[src/rtl/srl_dly_ctrl.sv]
// srl_dly_ctrl: converts a requested delay into an SRL tap address and qualifies the SRL output after refill
module srl_dly_ctrl #(
  parameter int DEFAULT_DLY = 5
) (
  input  logic       CLK,
  input  logic       RST,
  input  logic       CE,
  input  logic       LOAD,
  input  logic [4:0] DLY_REQ,
  input  logic       CLR_ERR,
  output logic       SRL_CE,
  output logic [3:0] A,
  output logic [4:0] DLY_CUR,
  output logic       DLY_VALID,
  output logic       BUSY,
  output logic       CLAMP_ERR
);
  localparam logic [4:0] DEF_DLY = 5'(DEFAULT_DLY);
  localparam logic [3:0] DEF_A   = 4'(DEFAULT_DLY - 1);
  typedef enum logic {FILL, RUN} state_t;
  state_t     state;
  logic [4:0] cnt;
  logic [4:0] eff;
  logic [4:0] eff_m1;
  logic [4:0] cnt_nxt;
  logic       clamp;
  logic       change;
  // the SRL keeps shifting in every state so its contents stay current during refill
  assign SRL_CE  = CE;
  assign eff     = (DLY_REQ == 5'd0) ? 5'd1 : (DLY_REQ > 5'd16) ? 5'd16 : DLY_REQ;
  assign eff_m1  = eff - 5'd1;
  assign clamp   = eff != DLY_REQ;
  assign change  = LOAD && (eff != DLY_CUR);
  assign cnt_nxt = cnt + 5'd1;
  // delay register, refill tracking and sticky clamp flag; a delay change restarts the fill and beats its completion
  always_ff @(posedge CLK or posedge RST) begin
    if (RST) begin
      DLY_CUR   <= DEF_DLY;
      A         <= DEF_A;
      state     <= FILL;
      cnt       <= 5'd0;
      DLY_VALID <= 1'b0;
      BUSY      <= 1'b1;
      CLAMP_ERR <= 1'b0;
    end else begin
      CLAMP_ERR <= (LOAD && clamp) ? 1'b1 : CLR_ERR ? 1'b0 : CLAMP_ERR;
      if (change) begin
        DLY_CUR   <= eff;
        A         <= eff_m1[3:0];
        cnt       <= 5'd0;
        state     <= FILL;
        DLY_VALID <= 1'b0;
        BUSY      <= 1'b1;
      end else if (state == FILL && CE) begin
        cnt <= cnt_nxt;
        if (cnt_nxt == DLY_CUR) begin
          state     <= RUN;
          DLY_VALID <= 1'b1;
          BUSY      <= 1'b0;
        end
      end
    end
  end
endmodule

[config.mk]
export PLATFORM = sky130hd
export DESIGN_NAME = srl_dly_ctrl
export DESIGN_NICKNAME = d
export VERILOG_FILES = /design/src/rtl/srl_dly_ctrl.sv
export SDC_FILE = /design/constraint.sdc
export NUM_CORES = 1
export LEC_CHECK = 0
export ABC_AREA = 1
export BUFFER_PORTS_ARGS = -buffer_cell sky130_fd_sc_hd__buf_2
export CORE_ASPECT_RATIO = 0.75
export CORE_MARGIN = 2
export CORE_UTILIZATION = 31
export DETAILED_ROUTE_END_ITERATION = 16
export HOLD_SLACK_MARGIN = 0.15
export SKIP_LAST_GASP = 1
export SLEW_MARGIN = 5
export SYNTH_ARGS = -nofsm -noshare
export SYNTH_HDL_FRONTEND = slang
export SYNTH_SLANG_ARGS = --single-unit
[constraint.sdc]
create_clock -name CLK -period 2 [get_ports CLK]
set_clock_uncertainty 0.1 [all_clocks]
set_input_delay 0.1 -clock CLK [delete_from_list [all_inputs] [get_ports CLK]]
set_output_delay 0.1 -clock CLK [all_outputs]
set_load 0.005 [all_outputs]
==> summary.txt <==
Run status
  – Status: completed

Worst setup path
  – Cell repeated most along the worst path: sky130_fd_sc_hd__nand2_1
  – Cells along the critical path: dlygate4sd3_1 -> buf_2 -> nor2_1 -> nand2_1 -> nand2_1 -> nand2_1 -> a21oi_2 -> nand3_4 -> nand2_4 -> nand2_1 -> nand2_1
  – Required arrival time at the worst endpoint: 2080 ps
  – Delay of the slowest critical-path stage: 520 ps
  – CP max-delay cell: sky130_fd_sc_hd__dlygate4sd3_1
  – WS Path Type: in2reg
  – Nature of the critical path startpoint: input port
  – Element type at the critical path end: flip-flop
  – Critical path data arrival time: 1840 ps
  – Max FO, Critical Path: 14

STA
  – Slew Limit Headroom: 56.0%
  – Final Max Slew Viols: 0
  – Setup TNS: 0 ps
  – Slew @ Worst Pin: 659 ps
  – Total setup violations reported at the end of the flow: 0
  – Unrepaired setup endpoints after global routing: no
  – Final period demand of the worst path: 1760 ps
  – Max Clock Freq: 0.570 GHz
  – Worst slack on hold paths: 152 ps
  – Final Hold Fails: 0
  – Period utilization: 87.8%

Layout
  – Final-stage net count: 181
  – Area growth from synthesis to final layout: 23.8%
  – Most frequent standard cell in the layout excluding fill and tap cells: sky130_fd_sc_hd__nand2_1
  – Layout cells sized above 1: 23.2%
  – N_diodes: 0
  – Final standard cell area without fillers: 0.00131 sq mm
  – Most frequent cells in the layout: sky130_fd_sc_hd__nand2_1, sky130_fd_sc_hd__buf_2, sky130_fd_sc_hd__inv_1, sky130_fd_sc_hd__nand3_1, sky130_fd_sc_hd__dfrtp_1
  – Multi-input logic area: 536 sq um
  – Number of inserted filler cells in the final layout: 333
  – Area taken by flip-flops and latches: 430 sq um

Clocking
  – Clk Latency, worst-skew pair: 250 ps
  – Clock-pin transition on the worst setup and hold timing paths: 60 ps
  – Clock tree from TritonCTS: yes
  – Number of H-tree levels: 1
  – Number of setup buffers added after CTS: 0
  – Root Buffer: sky130_fd_sc_hd__clkbuf_8
  – Number of buffers inserted during clock tree synthesis: 3
  – # clock sinks: 17
  – Number of buffers on the longest clock path: 2

Die
  – Placeable core region: 0.00327 sq mm
  – Die Area: 0.00389 sq mm
  – Number of rows in the core area: 18
  – Initial Util: 32.3%
  – Die Width: 71.4 um
  – Count of pins on the block boundary: 23
  – Die boundary height: 54.5 um

Pwr
  – Ratio of total power to cell area: 711 mW/mm^2
  – Worst VDD drop: 385 uV
  – Final Total Pwr: 0.929 mW
  – Leakage: 0.698 nW

Routing
  – ANT nets after route: 0
  – # DRC: 0
  – DRC violation total after the first TritonRoute iteration: 24
  – Total via count in the routed design: 955
  – Post-detailed-routing wire length: 2360 um
  – Number of iterations in the first detailed-routing pass: 5
  – Avg Vias per Cell: 4.59
  – Post-DR wirelength/cell: 11.4 um

Run
  – # Max-Cap Violations: 0

GRT
  – Vias in the first global route: 827
  – Total Routing Usage GR: 13.1%
  – Maximum number of pins on one net before global-route repair: 18
  – Wire length of the first global-routing pass: 3880 um
  – Initial antenna violation count: 0
  – Grt total ovfl: 0

Yosys
  – Cells after synthesis: 140
  – Post-synth net total: 152
  – Area of the mapped netlist: 0.00105 sq mm
  – Mapped Avg Cell Area: 7.53 sq um
  – Syn. warnings: 0
  – Number of register bits inferred by synthesis: 17
  – Sequential share of the synthesized area: 40.8%
  – Unique cell type count in the Yosys netlist: 24

Placed design
  – Port buffer count: 22
  – Final GP Congestion: 0.769
  – Post-DP HPWL: 1790 um
  – Post-DP Area: 0.00119 sq mm

Min path
  – Type of the most critical hold path: in2reg
==> stage by stage <==
stage	instances	util (%)	setup WS, ps
after global placement	198	36.4	332
after global routing	208	40.0	93.9
after CTS	208	39.6	116
after floorplan	140	-	560
final	208	40.0	244
after detailed placement	198	36.4	293
==> final cells by class <==
cell class                      instances  area share [%]
Timing Repair Buffer                   28            13.0
Multi-Input combinational cell         99            41.0
Inverter                               20            5.75
Sequential cell                        17            33.0
Clock buffer                            4            3.45
Tap cell                               40            3.83
==> flip-flops by register name, indices dropped and copies added (netlist names) <==
signal	cells
cnt	5
state	1
DLY_CUR	5
CLAMP_ERR	1
BUSY	1
A	4
==> critical path: cells and delay by family <==
family	cells	cell delay (ps)
and+or+nand+nor	8	900
buffers and inverters	2	660
AOI/OAI and AO/OA	1	170
==> power breakdown <==
part	total [mW]	internal [mW]	leakage, nW	switching, mW
logic	0.246	0.105	0.466	0.140
registers	0.428	0.392	0.210	0.0362
clock network	0.255	0.141	0.0228	0.113
==> logic make-up (layout without fill, tap and decap cells) <==
| kind of cell | after synthesis | in the layout | synth area share (%) |
|---|---|---|---|
| DFF | 17 | 17 | 40.8 |
| AOI/OAI and AO/OA | 13 | 13 | 8.18 |
| xor gates and xnor gates | 7 | 7 | 5.81 |
| and+or+nand+nor | 74 | 74 | 30.1 |
| buffers and inverters | 24 | 52 | 9.61 |
| muxes | 3 | 3 | 3.08 |
| adders and majority gates | 2 | 2 | 2.37 |
==> synth_stat cells <==
cell type	number	area share [%]
sky130_fd_sc_hd__buf_6	1	1.1
sky130_fd_sc_hd__nand4_1	1	0.59
sky130_fd_sc_hd__nand3_1	15	7.1
sky130_fd_sc_hd__mux2_2	2	2.1
sky130_fd_sc_hd__o21ai_0	4	1.9
sky130_fd_sc_hd__inv_1	19	6.8
sky130_fd_sc_hd__clkbuf_1	2	0.71
sky130_fd_sc_hd__nand2_2	2	1.2
sky130_fd_sc_hd__inv_2	1	0.36
sky130_fd_sc_hd__nand2_4	1	1.1
sky130_fd_sc_hd__a21oi_2	2	1.7
sky130_fd_sc_hd__xor2_1	5	4.2
sky130_fd_sc_hd__nor2_1	7	2.5
sky130_fd_sc_hd__a21boi_0	3	2.1
sky130_fd_sc_hd__a21oi_1	3	1.4
sky130_fd_sc_hd__ha_1	2	2.4
sky130_fd_sc_hd__nand3_2	1	0.95
sky130_fd_sc_hd__dfrtp_1	13	31
sky130_fd_sc_hd__dfstp_2	4	10
sky130_fd_sc_hd__xnor2_1	2	1.7
sky130_fd_sc_hd__buf_4	1	0.71
sky130_fd_sc_hd__a21boi_2	1	1.1
sky130_fd_sc_hd__mux2i_1	1	0.95
sky130_fd_sc_hd__nand2_1	47	17
==> metal layers <==
layer / vias to the layer above / GRT usage (%) / wire length, um
met4: 0 / 2.83 / 17
met5: - / 0 / 0
li1: 494 / - / -
met1: 438 / 17.1 / 1130
met3: 3 / 3.50 / 113
met2: 20 / 22.2 / 1100
==> what timing repair did <==
action                                  CTS  global route
endpoints found under the hold margin    19             0
hold buffers                              6             0
gates resized for setup                   0             2
endpoints found under the setup margin    0             9
==> final timing paths <==
path,from,end,slack (ps),depth (start not counted)
min,DLY_REQ[0],CLAMP_ERR,150,6
max in group asynchronous,RST,CLAMP_ERR,990,3
max,DLY_REQ[1],A[3],240,11
max reg2reg,cnt[0],state,390,9
min in group asynchronous,RST,state,380,3
min reg2reg,BUSY,BUSY,370,2
Power figures use the tool's default switching activity.
